<file path="src/rtl/hazard_fwd_ctrl_if.sv">
// Pipeline-side bundle for the hazard/forwarding controller: hazard-relevant
// fields of the ID, EX and MEM stages, plus the hold/flush, forwarding-select
// and performance-counter outputs returned to the pipeline.
interface hazard_fwd_ctrl_if #(
  parameter int REG_ADDR_W = 3,
  parameter int CNT_W      = 16
);
  logic [REG_ADDR_W-1:0] id_rs1;
  logic [REG_ADDR_W-1:0] id_rs2;
  logic                  id_rs1_used;
  logic                  id_rs2_used;
  logic [REG_ADDR_W-1:0] ex_rd;
  logic                  ex_wb_en;
  logic                  ex_mem_read;
  logic [REG_ADDR_W-1:0] mem_rd;
  logic                  mem_wb_en;
  logic                  branch_taken;
  logic                  mem_req;
  logic                  mem_ready;

  logic                  pc_en;
  logic                  ifid_en;
  logic                  ifid_flush;
  logic                  idex_en;
  logic                  idex_flush;
  logic [1:0]            fwd_a_sel;
  logic [1:0]            fwd_b_sel;
  logic [1:0]            ctrl_state;
  logic [CNT_W-1:0]      stall_cnt;
  logic [CNT_W-1:0]      flush_cnt;

  // Pipeline datapath side: presents stage information, consumes controls.
  modport master (
    output id_rs1, id_rs2, id_rs1_used, id_rs2_used,
    output ex_rd, ex_wb_en, ex_mem_read, mem_rd, mem_wb_en,
    output branch_taken, mem_req, mem_ready,
    input  pc_en, ifid_en, ifid_flush, idex_en, idex_flush,
    input  fwd_a_sel, fwd_b_sel, ctrl_state, stall_cnt, flush_cnt
  );

  // Controller side.
  modport slave (
    input  id_rs1, id_rs2, id_rs1_used, id_rs2_used,
    input  ex_rd, ex_wb_en, ex_mem_read, mem_rd, mem_wb_en,
    input  branch_taken, mem_req, mem_ready,
    output pc_en, ifid_en, ifid_flush, idex_en, idex_flush,
    output fwd_a_sel, fwd_b_sel, ctrl_state, stall_cnt, flush_cnt
  );
endinterface

</file>
<file path="src/rtl/hazard_fwd_ctrl.sv">
// Hazard and forwarding controller for the five-stage pipeline.
// Picks one action per cycle (freeze for memory, flush for taken branch,
// bubble for load-use, or run), drives the hold/flush controls from it,
// pre-decodes the EX operand forwarding selects in ID and registers them
// into EX, and keeps saturating stall/flush cycle counters.
module hazard_fwd_ctrl #(
  parameter int REG_ADDR_W = 3,
  parameter int CNT_W      = 16
) (
  input logic              clk,
  input logic              rst,
  hazard_fwd_ctrl_if.slave bus
);

  typedef enum logic [1:0] {
    RUN      = 2'b00,
    LU_STALL = 2'b01,
    FLUSH    = 2'b10,
    MEM_WAIT = 2'b11
  } ctrl_state_t;

  localparam logic [CNT_W-1:0] CNT_MAX = '1;

  ctrl_state_t      state_q;
  ctrl_state_t      action;
  logic             mem_wait;
  logic             load_use;
  logic             pc_en_c;
  logic             ifid_en_c;
  logic             ifid_flush_c;
  logic             idex_en_c;
  logic             idex_flush_c;
  logic [1:0]       fwd_a_dec;
  logic [1:0]       fwd_b_dec;
  logic [1:0]       fwd_a_q;
  logic [1:0]       fwd_b_q;
  logic [CNT_W-1:0] stall_q;
  logic [CNT_W-1:0] flush_q;

  // EX producer is younger than MEM producer, so its result must win.
  function automatic logic [1:0] fwd_decode(
    input logic [REG_ADDR_W-1:0] src,
    input logic                  used,
    input logic [REG_ADDR_W-1:0] ex_rd,
    input logic                  ex_wb_en,
    input logic [REG_ADDR_W-1:0] mem_rd,
    input logic                  mem_wb_en
  );
    logic [1:0] sel;
    sel = 2'b00;
    if (used && ex_wb_en && (src == ex_rd)) begin
      sel = 2'b01;
    end else if (used && mem_wb_en && (src == mem_rd)) begin
      sel = 2'b10;
    end
    return sel;
  endfunction

  // Hazard events and forwarding pre-decode for the instruction now in ID.
  always_comb begin
    mem_wait  = bus.mem_req & ~bus.mem_ready;
    load_use  = bus.ex_mem_read & bus.ex_wb_en &
                ((bus.id_rs1_used & (bus.id_rs1 == bus.ex_rd)) |
                 (bus.id_rs2_used & (bus.id_rs2 == bus.ex_rd)));
    fwd_a_dec = fwd_decode(bus.id_rs1, bus.id_rs1_used, bus.ex_rd,
                           bus.ex_wb_en, bus.mem_rd, bus.mem_wb_en);
    fwd_b_dec = fwd_decode(bus.id_rs2, bus.id_rs2_used, bus.ex_rd,
                           bus.ex_wb_en, bus.mem_rd, bus.mem_wb_en);
  end

  // Next state: the action taken this cycle, in priority order.
  always_comb begin
    action = RUN;
    if (rst) begin
      action = RUN;
    end else if (mem_wait) begin
      action = MEM_WAIT;
    end else if (bus.branch_taken) begin
      action = FLUSH;
    end else if (load_use) begin
      action = LU_STALL;
    end
  end

  // Hold and flush controls implied by the chosen action.
  always_comb begin
    pc_en_c      = 1'b1;
    ifid_en_c    = 1'b1;
    ifid_flush_c = 1'b0;
    idex_en_c    = 1'b1;
    idex_flush_c = 1'b0;
    case (action)
      MEM_WAIT: begin
        pc_en_c   = 1'b0;
        ifid_en_c = 1'b0;
        idex_en_c = 1'b0;
      end
      FLUSH: begin
        ifid_flush_c = 1'b1;
        idex_flush_c = 1'b1;
      end
      LU_STALL: begin
        pc_en_c      = 1'b0;
        ifid_en_c    = 1'b0;
        idex_flush_c = 1'b1;
      end
      default: begin
      end
    endcase
  end

  // State register records the action of the previous cycle.
  always_ff @(posedge clk) begin
    if (rst) begin
      state_q <= RUN;
    end else begin
      state_q <= action;
    end
  end

  // Forwarding selects move into EX with the ID/EX register.
  always_ff @(posedge clk) begin
    if (rst) begin
      fwd_a_q <= 2'b00;
      fwd_b_q <= 2'b00;
    end else if (idex_en_c) begin
      fwd_a_q <= idex_flush_c ? 2'b00 : fwd_a_dec;
      fwd_b_q <= idex_flush_c ? 2'b00 : fwd_b_dec;
    end
  end

  // Saturating counters for stalled and flushed cycles.
  always_ff @(posedge clk) begin
    if (rst) begin
      stall_q <= '0;
      flush_q <= '0;
    end else begin
      if (((action == MEM_WAIT) || (action == LU_STALL)) && (stall_q != CNT_MAX)) begin
        stall_q <= stall_q + 1'b1;
      end
      if ((action == FLUSH) && (flush_q != CNT_MAX)) begin
        flush_q <= flush_q + 1'b1;
      end
    end
  end

  assign bus.pc_en      = pc_en_c;
  assign bus.ifid_en    = ifid_en_c;
  assign bus.ifid_flush = ifid_flush_c;
  assign bus.idex_en    = idex_en_c;
  assign bus.idex_flush = idex_flush_c;
  assign bus.fwd_a_sel  = fwd_a_q;
  assign bus.fwd_b_sel  = fwd_b_q;
  assign bus.ctrl_state = state_q;
  assign bus.stall_cnt  = stall_q;
  assign bus.flush_cnt  = flush_q;

endmodule

</file>
<file path="src/flat_wrapper.sv">
// flat-port wrapper written by rule: the top's interface ports become plain ports
module hazard_fwd_ctrl_flat 
#(
  parameter int REG_ADDR_W = 3,
  parameter int CNT_W      = 16
)
  (clk, rst, bus_id_rs1, bus_id_rs2, bus_id_rs1_used, bus_id_rs2_used, bus_ex_rd, bus_ex_wb_en, bus_ex_mem_read, bus_mem_rd, bus_mem_wb_en, bus_branch_taken, bus_mem_req, bus_mem_ready, bus_pc_en, bus_ifid_en, bus_ifid_flush, bus_idex_en, bus_idex_flush, bus_fwd_a_sel, bus_fwd_b_sel, bus_ctrl_state, bus_stall_cnt, bus_flush_cnt);
  hazard_fwd_ctrl_if #(.REG_ADDR_W(REG_ADDR_W), .CNT_W(CNT_W)) bus_i ();
  input logic clk;
  input logic rst;
  input wire logic [$bits(bus_i.id_rs1)-1:0] bus_id_rs1;
  input wire logic [$bits(bus_i.id_rs2)-1:0] bus_id_rs2;
  input wire logic [$bits(bus_i.id_rs1_used)-1:0] bus_id_rs1_used;
  input wire logic [$bits(bus_i.id_rs2_used)-1:0] bus_id_rs2_used;
  input wire logic [$bits(bus_i.ex_rd)-1:0] bus_ex_rd;
  input wire logic [$bits(bus_i.ex_wb_en)-1:0] bus_ex_wb_en;
  input wire logic [$bits(bus_i.ex_mem_read)-1:0] bus_ex_mem_read;
  input wire logic [$bits(bus_i.mem_rd)-1:0] bus_mem_rd;
  input wire logic [$bits(bus_i.mem_wb_en)-1:0] bus_mem_wb_en;
  input wire logic [$bits(bus_i.branch_taken)-1:0] bus_branch_taken;
  input wire logic [$bits(bus_i.mem_req)-1:0] bus_mem_req;
  input wire logic [$bits(bus_i.mem_ready)-1:0] bus_mem_ready;
  output wire logic [$bits(bus_i.pc_en)-1:0] bus_pc_en;
  output wire logic [$bits(bus_i.ifid_en)-1:0] bus_ifid_en;
  output wire logic [$bits(bus_i.ifid_flush)-1:0] bus_ifid_flush;
  output wire logic [$bits(bus_i.idex_en)-1:0] bus_idex_en;
  output wire logic [$bits(bus_i.idex_flush)-1:0] bus_idex_flush;
  output wire logic [$bits(bus_i.fwd_a_sel)-1:0] bus_fwd_a_sel;
  output wire logic [$bits(bus_i.fwd_b_sel)-1:0] bus_fwd_b_sel;
  output wire logic [$bits(bus_i.ctrl_state)-1:0] bus_ctrl_state;
  output wire logic [$bits(bus_i.stall_cnt)-1:0] bus_stall_cnt;
  output wire logic [$bits(bus_i.flush_cnt)-1:0] bus_flush_cnt;
  assign bus_i.id_rs1 = bus_id_rs1;
  assign bus_i.id_rs2 = bus_id_rs2;
  assign bus_i.id_rs1_used = bus_id_rs1_used;
  assign bus_i.id_rs2_used = bus_id_rs2_used;
  assign bus_i.ex_rd = bus_ex_rd;
  assign bus_i.ex_wb_en = bus_ex_wb_en;
  assign bus_i.ex_mem_read = bus_ex_mem_read;
  assign bus_i.mem_rd = bus_mem_rd;
  assign bus_i.mem_wb_en = bus_mem_wb_en;
  assign bus_i.branch_taken = bus_branch_taken;
  assign bus_i.mem_req = bus_mem_req;
  assign bus_i.mem_ready = bus_mem_ready;
  assign bus_pc_en = bus_i.pc_en;
  assign bus_ifid_en = bus_i.ifid_en;
  assign bus_ifid_flush = bus_i.ifid_flush;
  assign bus_idex_en = bus_i.idex_en;
  assign bus_idex_flush = bus_i.idex_flush;
  assign bus_fwd_a_sel = bus_i.fwd_a_sel;
  assign bus_fwd_b_sel = bus_i.fwd_b_sel;
  assign bus_ctrl_state = bus_i.ctrl_state;
  assign bus_stall_cnt = bus_i.stall_cnt;
  assign bus_flush_cnt = bus_i.flush_cnt;
  hazard_fwd_ctrl #(.REG_ADDR_W(REG_ADDR_W), .CNT_W(CNT_W)) u_core (.clk(clk), .rst(rst), .bus(bus_i));
endmodule
</file>
<file path="config.mk">
export PLATFORM = sky130hd
export DESIGN_NAME = hazard_fwd_ctrl_flat
export DESIGN_NICKNAME = d
export VERILOG_FILES = /design/src/rtl/hazard_fwd_ctrl_if.sv /design/src/rtl/hazard_fwd_ctrl.sv /design/src/flat_wrapper.sv
export SDC_FILE = /design/constraint.sdc
export NUM_CORES = 1
export LEC_CHECK = 0
export CELL_PAD_IN_SITES_DETAIL_PLACEMENT = 0
export CELL_PAD_IN_SITES_GLOBAL_PLACEMENT = 1
export CORE_AREA = 2 2 57 112
export DETAILED_ROUTE_END_ITERATION = 16
export DIE_AREA = 0 0 59 114
export HOLD_SLACK_MARGIN = 0.12
export PLACE_DENSITY = 0.8
export SETUP_SLACK_MARGIN = 0.15
export SLEW_MARGIN = 15
export SYNTH_ARGS = -nofsm -noshare
export SYNTH_HDL_FRONTEND = slang
export SYNTH_SLANG_ARGS = --single-unit
export TNS_END_PERCENT = 30
</file>
<file path="constraint.sdc">
create_clock -name clk -period 3.56 [get_ports clk]
set_input_delay 0.534 -clock clk [delete_from_list [all_inputs] [get_ports clk]]
set_output_delay 0.534 -clock clk [all_outputs]
set_load 0.01 [all_outputs]
</file>
==> results.yml <==
cts:
  cts_tree: "built"
  clock_sinks: 38
  numCtsBuffers: 5
  htreeDepth: 2
  cts_hold_buf: 0
  clkTransAtPathRegs_ps: 50
  clockRootBuffer: "clkbuf_16"
  clk_latency_ps: 280
  clock_path_buffers: 2
timing:
  skew_ps: 4.34
  grt_setup_unrepaired: "no"
  setup_viol: 0
  timing.final.max_slew_violations: 0
  fmax_mhz: 307
  min_period_ps: 3260
  slew_headroom_pct: 62.2
  setup_tns_ps: 0
  hold_viol: 0
  fin_crit_sh_pct: 91.6
  worst_pin_slew_ps: 567
layout:
  areaGrowthSynthToFinish_pct: 39.2
  drive_gt1_share_pct: 7.52
  n_antenna_cell: 0
  utilization_pct: 49.5
  layout.nets: 331
min_path:
  hold_start: "u_core.bus.fwd_b_sel[1]"
  hold_depth: 2
  hold_path_end: "u_core.bus.fwd_b_sel[1]"
  hp-class: "reg -> reg"
worst_setup_path:
  end_kind: "output pin"
  r2r_setup_slack_ps: 1280
  slowest_delay_ps: 530
  crit_path_top_delay_cell: "clkdlybuf4s50_1"
  cp_max_fo: 7
  reg2reg_from: "u_core.bus.stall_cnt[0]"
  required_ps: 3030
  r2r-end: "u_core.bus.stall_cnt[7]"
  crit_chain: "clkdlybuf4s50_1 -> xnor2_1 -> and4_4 -> o21ba_2 -> nor2_1 -> nor2_1 -> ha_1 -> inv_1 -> clkdlybuf4s50_1"
  crit_arrival_ps: 2730
  rr_worst_depth: 6
  crit_path_start_kind: "input port"
  path_class: "in -> out"
synth:
  ys.flop_type: "dfxtp_1"
  synth_compound_area_share_pct: 11.9
  ys_seq_area_share_pct: 36.2
  netlist_instances: 242
  synth_cell_types: 47
  synth.net_count: 268
  synth_edf_count: 0
  synthesis.area_mm2: 0.00210
  ys_warn_count: 0
  synth.area.mux_share_pct: 3.16
  synth_async_sr_flop_share_pct: 0
  synth_fa_ha_area_share_pct: 2.38
  synth_top_family_by_area: "simple AND/OR/NAND/NOR gates"
  syn_area_per_cell_um2: 8.68
  yosys_register_bits: 38
  synthXorXnorAreaFrac_pct: 10.8
  synth_simple_gate_area_share_pct: 31.6
route:
  first_iter_violations: 84
  vias_per_cell: 5.41
  vias: 1995
  routed_wl_um: 5160
  wire_per_inst_um: 14.0
  drtAntennaViolNets: 0
  drc_errors: 0
  dr.pass1.iters: 4
power:
  leakagePower_nw: 1.03
  peakVddDrop_mv: 0.270
  power_density_mw_per_mm2: 341
die:
  rows: 40
  start_util_pct: 35.6
  core_mm2: 0.00591
  die_area_mm2: 0.00673
  die_y_um: 114
  die_w_um: 59
  ios: 65
global_route:
  grt_max_degree: 44
  antenna_found_initial: 0
  grt-ovfl-total: 0
  grt_pass1_wl_um: 8580
  groute.usage.overall_pct: 16.2
  first_global_vias: 1890
placement:
  finalWeightedCongestion: 0.777
  io_buffer_count: 64
  detailed_place_hpwl_um: 3840
job:
  maxCapViolations: 0
run_status:
  status: "completed"
[metal layers]
layer / up-vias / GRT usage, % / wire [um] / share of wire [%]
li1: 1006 / - / - / -
met1: 916 / 20.0 / 2210 / 43
met2: 68 / 26.1 / 2480 / 48
met3: 5 / 5.67 / 389 / 7.5
met4: 0 / 5.00 / 78 / 1.5
met5: - / 0 / 0 / 0
[placed cells by master, fill, tap and decap left out, types with 2 or more instances in the layout]
cell             netlist  routed
clkdlybuf4s50_1        0      63
dfxtp_1               38      38
nor2_1                35      35
xor2_1                17      17
nand2_1               12      12
a21oi_1               10      10
xnor2_1                9       9
nand3_1                9       9
o31ai_1                7       7
or4_1                  7       7
nand4_1                7       7
o21ai_0                6       6
nor4_1                 6       6
nor3_1                 6       6
and4_4                 5       5
nor2b_1                5       5
and3_1                 5       5
o211ai_1               5       5
clkbuf_16              0       5
inv_1                  4       4
or3_1                  4       4
mux2_1                 4       4
ha_1                   4       4
and4_1                 3       3
and2_1                 2       2
a22oi_1                2       2
a32oi_1                2       2
buf_4                  1       2
[metrics by stage]
| step | area, um2 | total power [mW] | instances | hold WS [ps] | worst slack, ps |
|---|---|---|---|---|---|
| after floorplan | 2100 | 0.504 | 242 | 501 | 809 |
| after global placement | 2770 | 0.554 | 361 | 478 | 255 |
| after detailed placement | 2770 | 0.557 | 361 | 477 | 157 |
| after CTS | 2920 | 1.01 | 369 | 493 | 157 |
| after global routing | 2920 | 1.04 | 369 | 513 | 177 |
| final | 2920 | 0.996 | 369 | 493 | 300 |
[sequential cells by signal, summed over array words and instances (netlist names)]
name and flops:
u_core.bus.ctrl_state 2, u_core.bus.flush_cnt 16, u_core.bus.fwd_a_sel 2, u_core.bus.fwd_b_sel 2, u_core.bus.stall_cnt 16
[cells in the mapped netlist, types with 2 or more instances]
cell type	n	area [um2]
nand4_1	7	43.8
inv_1	4	15.0
clkbuf_1	3	11.3
nor2_1	35	131
or3_1	4	25.0
ha_1	4	50.1
nand2_1	12	45.0
nor2b_1	5	31.3
xor2_1	17	149
xnor2_1	9	78.8
nor4_1	6	37.5
and2_1	2	12.5
dfxtp_1	38	761
a21oi_1	10	50.1
or4_1	7	52.6
mux2_1	4	45.0
o211ai_1	5	37.5
o21ai_0	6	30.0
clkbuf_8	2	27.5
and3_1	5	31.3
nor3_1	6	30.0
a32oi_1	2	17.5
and4_1	3	26.3
a22oi_1	2	15.0
buf_2	4	20.0
and4_4	5	56.3
o31ai_1	7	52.6
nand3_1	9	45.0
[worst max path at each step]
| stage | slack, ps | to | cells past startpoint | from |
|---|---|---|---|---|
| 5_1_grt | 180 | bus_idex_en | 9 | bus_ex_rd[0] |
| 3_3_place_gp | 260 | bus_ifid_flush | 8 | bus_ex_rd[0] |
| 3_5_place_dp | 160 | u_core.bus.flush_cnt[15] | 12 | bus_ex_rd[1] |
| 4_1_cts | 160 | bus_ifid_flush | 8 | bus_ex_rd[1] |
| 2_1_floorplan | 810 | u_core.bus.flush_cnt[15] | 11 | bus_id_rs1[0] |
| 6_report | 300 | bus_idex_en | 9 | bus_ex_rd[1] |
[timing repair]
action / 4_1_cts / 5_1_grt
gates resized for setup: 0 / 1
setup buffers: 0 / 0
setup endpoints to repair: 0 / 1
[area by class of cell]
cell class                 count  area (um2)
sequential                    38         761
clock inverter                 2        12.5
timing repair buffer          66         658
multi-input combinational    190        1260
clock buffer                   6         139
tap                           63        78.8
inverter                       4        15.0
fill                         602        2980
[critical path, delay by kind of cell]
kind	cells	cell delay, ps
buffers and inverters	3	1080
AND/OR/NAND/NOR	3	450
adder cells (fa/ha/maj)	1	280
AO/OA/AOI/OAI	1	210
XOR/XNOR	1	170
[power by group]
part	internal [mW]	switching [mW]	total [mW]
sequential	0.430	0.00492	0.435
combinational	0.0564	0.0557	0.112
clock	0.277	0.172	0.449
total	0.763	0.233	0.996
[cell families (layout without fill, tap and decap cells)]
logic type,count (synthesis),count (layout)
AND/OR/NAND/NOR,117,117
flip-flops,38,38
AO/OA/AOI/OAI,37,37
XOR/XNOR,26,26
buffers and inverters,14,78
multiplexers,6,6
adder cells (fa/ha/maj),4,4
Power figures use the tool's default switching activity.
